===== src/rtl/mux_stream_rr.sv =====
// mux_stream_rr: registered N-to-1 valid/ready stream multiplexer.
// Channel choice is either a fixed select (mode=0, port S) or round-robin
// among valid channels (mode=1), starting at a rotating pointer.
// A single output register; a new word may be loaded in the same cycle the
// held word drains, so sustained throughput is one word per cycle.
// Optional feature: define MUX_STREAM_RR_XFER_CNT_EN to add a 16-bit count
// of output handshakes (xfer_cnt) with a synchronous clear (cnt_clr).
module mux_stream_rr #(
  parameter int N  = 4,
  parameter int W  = 8,
  parameter int SW = $clog2(N)
) (
  input  logic            clk,
  input  logic            rst_n,
  input  logic            E,
  input  logic            mode,
  input  logic [SW-1:0]   S,
  input  logic [N*W-1:0]  in_data,
  input  logic [N-1:0]    in_valid,
  output logic [N-1:0]    in_ready,
  output logic [W-1:0]    out_data,
  output logic            out_valid,
  input  logic            out_ready,
  output logic [SW-1:0]   out_chan
`ifdef MUX_STREAM_RR_XFER_CNT_EN
  ,
  output logic [15:0]     xfer_cnt,
  input  logic            cnt_clr
`endif
);

  logic [SW-1:0] ptr_r;
  logic [W-1:0]  out_data_r;
  logic          out_valid_r;
  logic [SW-1:0] out_chan_r;

  logic          load_s;
  logic          grant_vld_s;
  logic [SW-1:0] grant_idx_s;
  logic [W-1:0]  grant_data_s;
  logic [N-1:0]  in_ready_s;
  logic          xfer_s;
  logic [SW-1:0] next_ptr_s;

  // Output register can take a word when enabled and empty or draining;
  // rst_n is folded in so no ready is offered while reset is asserted.
  always_comb begin
    load_s = rst_n & E & (~out_valid_r | out_ready);
  end

  // Grant selection: fixed select or round-robin search from ptr with wrap.
  always_comb begin
    logic [SW:0]   sum_v;
    logic [SW-1:0] cand_v;
    grant_vld_s = 1'b0;
    grant_idx_s = '0;
    sum_v       = '0;
    cand_v      = '0;
    case (mode)
      1'b0: begin
        if (int'(S) < N) begin
          if (in_valid[S]) begin
            grant_vld_s = 1'b1;
            grant_idx_s = S;
          end else begin
            grant_vld_s = 1'b0;
          end
        end else begin
          grant_vld_s = 1'b0;
        end
      end
      1'b1: begin
        for (int k = 0; k < N; k++) begin
          sum_v = {1'b0, ptr_r} + (SW+1)'(k);
          if (sum_v >= (SW+1)'(N)) begin
            sum_v = sum_v - (SW+1)'(N);
          end else begin
            sum_v = sum_v;
          end
          cand_v = sum_v[SW-1:0];
          if (!grant_vld_s && in_valid[cand_v]) begin
            grant_vld_s = 1'b1;
            grant_idx_s = cand_v;
          end else begin
            grant_vld_s = grant_vld_s;
          end
        end
      end
      default: begin
        grant_vld_s = 1'b0;
        grant_idx_s = '0;
      end
    endcase
  end

  // Data word of the granted channel (constant-index slices only).
  always_comb begin
    grant_data_s = '0;
    for (int i = 0; i < N; i++) begin
      if (grant_idx_s == SW'(i)) begin
        grant_data_s = in_data[i*W +: W];
      end else begin
        grant_data_s = grant_data_s;
      end
    end
  end

  // Ready goes only to the granted channel; transfer and next pointer.
  always_comb begin
    in_ready_s = '0;
    if (grant_vld_s) begin
      in_ready_s[grant_idx_s] = load_s;
    end else begin
      in_ready_s = '0;
    end
    xfer_s = grant_vld_s & load_s;
    if (grant_idx_s == SW'(N-1)) begin
      next_ptr_s = '0;
    end else begin
      next_ptr_s = grant_idx_s + SW'(1);
    end
  end

  // Output register and round-robin pointer; ptr moves only on a transfer.
  always_ff @(posedge clk or negedge rst_n) begin
    if (!rst_n) begin
      out_data_r  <= '0;
      out_valid_r <= 1'b0;
      out_chan_r  <= '0;
      ptr_r       <= '0;
    end else if (xfer_s) begin
      out_data_r  <= grant_data_s;
      out_valid_r <= 1'b1;
      out_chan_r  <= grant_idx_s;
      ptr_r       <= next_ptr_s;
    end else if (out_ready) begin
      out_valid_r <= 1'b0;
    end
  end

`ifdef MUX_STREAM_RR_XFER_CNT_EN
  logic [15:0] xfer_cnt_r;

  // Output handshake counter; clear wins over increment, wraps naturally.
  always_ff @(posedge clk or negedge rst_n) begin
    if (!rst_n) begin
      xfer_cnt_r <= 16'h0000;
    end else if (cnt_clr) begin
      xfer_cnt_r <= 16'h0000;
    end else if (out_valid_r && out_ready) begin
      xfer_cnt_r <= xfer_cnt_r + 16'h0001;
    end
  end

  assign xfer_cnt = xfer_cnt_r;
`endif

  assign in_ready  = in_ready_s;
  assign out_data  = out_data_r;
  assign out_valid = out_valid_r;
  assign out_chan  = out_chan_r;

endmodule


===== config.mk =====
export PLATFORM = sky130hd
export DESIGN_NAME = mux_stream_rr
export DESIGN_NICKNAME = d
export VERILOG_FILES = /design/src/rtl/mux_stream_rr.sv
export SDC_FILE = /design/constraint.sdc
export NUM_CORES = 1
export LEC_CHECK = 0
export ABC_CLOCK_PERIOD_IN_PS = 4600
export CORE_MARGIN = 4
export CORE_UTILIZATION = 40
export DETAILED_ROUTE_END_ITERATION = 10
export PLACE_DENSITY = 0.84
export SYNTH_ARGS = -nofsm -noshare
export SYNTH_HDL_FRONTEND = slang
export SYNTH_SLANG_ARGS = --single-unit
export TNS_END_PERCENT = 30

===== constraint.sdc =====
create_clock -name clk -period 4.6 [get_ports clk]
set_clock_uncertainty 0.1 [all_clocks]
set_input_delay 0.92 -clock clk [delete_from_list [all_inputs] [get_ports clk]]
set_output_delay 0.92 -clock clk [all_outputs]
set_load 0.01 [all_outputs]

## Yosys cells after proc, flatten, opt, wreduce, memory -nomap -nowiden

Cells that the tools add are included.

| cells by class | value |
|---|---|
| $add $sub $neg | 8 |
| multiply operators | 0 |
| div/mod/pow operators | 0 |
| magnitude comparators | 11 |
| eq/ne operators | 3 |
| shifts and indexed selects | 0 |
| multiplexer cells | 43 |
| bitwise gates (word level) | 7 |
| reductions and logical operators | 9 |

Operators by type and width:

| kind | count |
|---|---|
| two-way mux 8 bit | 4 |
| two-way mux 2 bit | 14 |
| less-than comparator 2 x 3 -> 1 bit, second input constant | 6 |
| two-way mux 1 bit | 16 |
| binary-select mux 1 bit (select 2 bit) | 5 |
| greater-or-equal comparator 3 bit, second input constant | 3 |
| subtractor 2 x 1 -> 2 bit, second input constant | 4 |
| adder 2 x 2 -> 3 bit, second input constant | 2 |
| bitwise AND 4 bit | 1 |
| == test 2 bit, second input constant | 2 |
| logical AND 1 bit | 4 |
| two-way mux 4 bit | 1 |
| case mux 2 bit (2 select lines) | 1 |
| adder 2 x 1 -> 3 bit, second input constant | 1 |
| bitwise AND 1 bit | 3 |
| greater-or-equal comparator 2 x 3 -> 1 bit, second input constant | 1 |
| logical NOT 1 bit | 3 |
| adder 2 x 1 -> 2 bit, second input constant | 1 |
| demux 1 bit (select 2 bit) | 1 |
| == test 2 x 1 -> 1 bit, second input constant | 1 |
| greater-or-equal comparator 2 x 1 -> 1 bit, second input constant | 1 |
| logical NOT 2 bit | 1 |
| NOT 1 bit | 2 |
| case mux 1 bit (2 select lines) | 1 |
| other kinds (2) | 2 |

| storage, ports and cells | value |
|---|---|
| register bits | 13 |
| bits in latches | 0 |
| memory bits (writable) | 0 |
| bits in read-only memories | 0 |
| input bits | 43 |
| output and inout port bits | 15 |
| word-level logic and storage cells | 85 |
| memories kept | 0 |

## Longest topological paths before layout

| logic depth | value |
|---|---|
| depth after elaboration | 25 |
| gate-level depth with buffers | 10 |
| gate-level depth less buffers | 9 |

## Worst setup path after synthesis

Ideal clock, no wire load.

| path | value |
|---|---|
| path type | input -> output |
| start point | input S[0] |
| end point | output in_ready[2] |
| arrival | 2505 ps |
| data required time | 3580 ps |
| slack | 1075 ps |
| stages on the path | 8 |
| buffers on the path | 1 |
| cell sequence | mux2_4 a22o_4 a32o_1 inv_1 ha_1 buf_2 clkinv_1 nor2_1 |

| on the way | value |
|---|---|
| word-level cells in the longest chain between the ends | 10 |

RTL lines:

| element | line | RTL |
|---|---|---|
| start: declaration | 17 | `input logic [SW-1:0] S,` |
| binary-select mux 1 bit (select 2 bit) | 62 | `if (in_valid[S]) begin` |
| two-way mux 1 bit (not written as such) | 62 |  |
| two-way mux 2 bit * | 62 |  |
| case mux 2 bit (2 select lines) * | 59 | `case (mode)` |
| net grant_idx_s[0] | 39 | `logic [SW-1:0] grant_idx_s;` |
| less-than comparator 2 x 3 -> 1 bit (not written as such) or greater-or-equal comparator 2 x 1 -> 1 bit (tied branches) | 112 | `in_ready_s[grant_idx_s] = load_s;` |
| logical AND 1 bit (not written as such) | 112 |  |
| two-way mux 1 bit (not written as such) | 112 |  |
| demux 1 bit (select 2 bit) * | 112 |  |
| bitwise AND 4 bit (no line) * | n/a |  |
| two-way mux 4 bit * | 111 | `if (grant_vld_s) begin` |
| end: declaration | 20 | `output logic [N-1:0] in_ready,` |

The timed path passes the listed nets; every way through them passes the cells marked *. The select of a mux whose other input is x is not followed.

## Final worst setup path

Same ends and word-level chain as after synthesis.

==> results.md <==
- Final Slew Violations: 0
- Filler-free cell count of the finished design: 191
- Worst path most repeated cell: clkdlybuf4s50_1
- I/O pins: 58
- Count of final hold-check violations: 0
- Final-stage net count: 211
- Total grt overflow: 0
- Critical-path cell list: clkdlybuf4s50_1, mux2_4, a22o_4, a32o_1, inv_1, ha_1, clkinv_1, nor2_1, clkdlybuf4s50_1
- CP Capture Type: output pin
- Logic gate share of total power: 0.577
- # diodes: 0
- DRT Wirelength: 3140 um
- Leakage: 0.683 nW
- Synth cell count leaders: dfrtp_1 (13), nor2_1 (12), nand2_1 (11), o31ai_1 (8)
- Register area: 325 um^2
- Setup TNS: 0 ps
- CTS Hold Bufs: 0
- First-pass GRT wire length: 5090 um
- Post-Place Setup Slack: 190 ps
- Number of global-route vias before repair: 1131
- Count leader, synth: dfrtp_1
- Clock Latency Late Sink: 280 ps
- Largest net degree at the start of global routing: 16
- R2R cell count: 10
- Final Worst Setup Slack: 190 ps
- Min Tclk post-route: 4410 ps
- Clock share of power: 0.112
- Synth area leaders: dfrtp_1 (33%), mux2_4 (9.1%), mux2_2 (8.0%)
- Post-Syn Area per Cell: 9.81 um^2
- Filler instances: 167
- Yosys reg bits: 13
- Synthesized area: 991 um^2
- Dominant synthesized flop cell: dfrtp_1
- Placed cells: 187
- Final period util: 0.959
- Clock Sinks: 13
- Post-route cell area: 1640 um^2
- Max Freq: 227 MHz
- Syn-to-layout area delta: 65.2%
- Net Sw Power: 0.227 mW
- H-tree Lvls: 1
- Setup bufs post-CTS: 0
- Post-synthesis cell type count: 28
- Crit path max fanout: 4
- GPL Wtd Cong: 0.856
- Util after Layout: 0.719
- Pint: 0.418 mW
- R2R setup slack: 1590 ps
- Number of max-cap violations: 0
- RSZ-0062 raised after global routing: no
- Power Density: 394 nW/um^2
- Via count: 1037
- Worst Path Required: 3580 ps
- EDFF count, synth: 0
- Placed Area: 1610 um^2
- CP Capture Point: in_ready[2]
- Worst flop-to-flop path endpoint: out_data[3]$_DFFE_PN0P_
- Total GRT Usage: 0.199
- Share of synthesized registers carrying an async set or reset: 1.00
- Hold Crit Class: flop to flop
- Max_slew headroom: 0.640
- Switch share: 0.352
- Reg2reg start: ptr_r[1]$_DFFE_PN0P_
- Sequential share of the synthesized area: 0.328
- Final ANT Viol Nets: 0
- Reg power frac: 0.311
- Worst Hold Slack: 417 ps
- Initial Util: 0.435
- Drc violations: 0
- Clock Path Buffers: 2
- CTS buffer count: 3
- Wirelength per Cell: 16.4 um
- CTS tree: done
- Clock root cell: clkbuf_4
- Area of the multi-input gates: 608 um^2
- CP peak stage delay: 550 ps
- CP Launch Type: input port
- Yosys warns: 0
- DR vias/cell: 5.43
- Die W: 57.8 um
- Die area: 3340 um^2
- HPWL after DPL: 2590 um
- CTS clk-pin slew, worst paths: 80 ps
- Slowest cell on the critical path: clkdlybuf4s50_1
- Outcome: complete, no violations
- Layout cells sized above 1: 0.147
- Syn nets: 148
- Tot Pwr: 0.644 mW
- VDD IR max: 0.277 mV
- Arrival @ worst endpoint: 3390 ps
- PortBufs: 57
- Worst Max-Slew Pin Slew: 536 ps
- Mapped Cells: 101
- Pre-antenna DRT Iters: 3
- Critical path type: input port to output pin
- Top-area cell type share of the netlist area: 0.328
- # setup viols final: 0
- Initial antenna violation count: 0
- Rows: 17
- DRT iter0 DRCs: 17
- CP startpoint: S[0]
- Yosys top cell by area: dfrtp_1
- Chip height: 57.8 um
- Post-cts resize count: 0
- CORE AREA: 2280 um^2
==> flip-flops by register name (all words and copies together) (netlist names) <==
| register | count |
|---|---|
| out_valid | 1 |
| ptr_r | 2 |
| out_chan | 2 |
| out_data | 8 |
==> how the worst min path moves through the flow <==
| stage | end | cells past startpoint | slack [ps] | from |
|---|---|---|---|---|
| global route | out_data[5]$_DFFE_PN0P_ | 1 | 440 | out_data[5]$_DFFE_PN0P_ |
| detailed placement | out_data[5]$_DFFE_PN0P_ | 1 | 400 | out_data[5]$_DFFE_PN0P_ |
| finish | out_data[5]$_DFFE_PN0P_ | 1 | 420 | out_data[5]$_DFFE_PN0P_ |
| floorplan | ptr_r[0]$_DFFE_PN0P_ | 1 | 440 | ptr_r[0]$_DFFE_PN0P_ |
| global placement | out_data[4]$_DFFE_PN0P_ | 1 | 390 | out_data[4]$_DFFE_PN0P_ |
| CTS | out_data[5]$_DFFE_PN0P_ | 1 | 420 | out_data[5]$_DFFE_PN0P_ |
==> metal layers <==
metal  global-route usage  up-vias  share of wire
li1                     -      494              -
met1                0.205      476           0.40
met2                0.348       57           0.47
met3               0.0757       10           0.11
met4                0.106        0          0.027
met5                    0        -              0
==> worst max-delay path, delay by kind of cell <==
family | cells | cell delay, ps
AO/OA/AOI/OAI | 2 | 530
adder cells (fa/ha/maj) | 1 | 180
buffers and inverters | 4 | 1300
multiplexers | 1 | 330
AND/OR/NAND/NOR | 1 | 120
==> logic make-up after synthesis <==
logic type	share of synthesized area
simple gates	0.125
mux	0.192
compound gates	0.246
fa+ha+maj	0.0505
buf+inv	0.0581
flops	0.328
==> cell usage in the layout (no fill, tap or decap), drive strengths merged <==
cell type and count:
a21o 1, a21oi 3, a221oi 7, a22o 2, a2bb2oi 1, a32o 1
buf 6, clkbuf 4, clkdlybuf4s50 57, clkinv 1, dfrtp 13, ha 4
inv 6, mux2 14, mux2i 1, nand2 11, nand2b 4, nor2 12
nor2b 2, o2111ai 1, o21a 1, o21ai 2, o31ai 8, o41a 1
==> power groups by stage <==
stage	Clock, mW	Combinational (mW)	Sequential, mW
after floorplan	0	0.175	0.213
after detailed placement	0	0.373	0.200
after CTS	0.0752	0.376	0.199
after global routing	0.0790	0.404	0.206
after global placement	0	0.359	0.196
final	0.0721	0.372	0.200
==> cell type report <==
type,count,share of cell area
well taps,28,0.0214
multi-input cells,76,0.372
inverters,7,0.0161
flip-flops and latches,13,0.199
repair buffers,63,0.376
clock buffers,4,0.0161
Note: power is estimated with default switching activity, not from simulation.
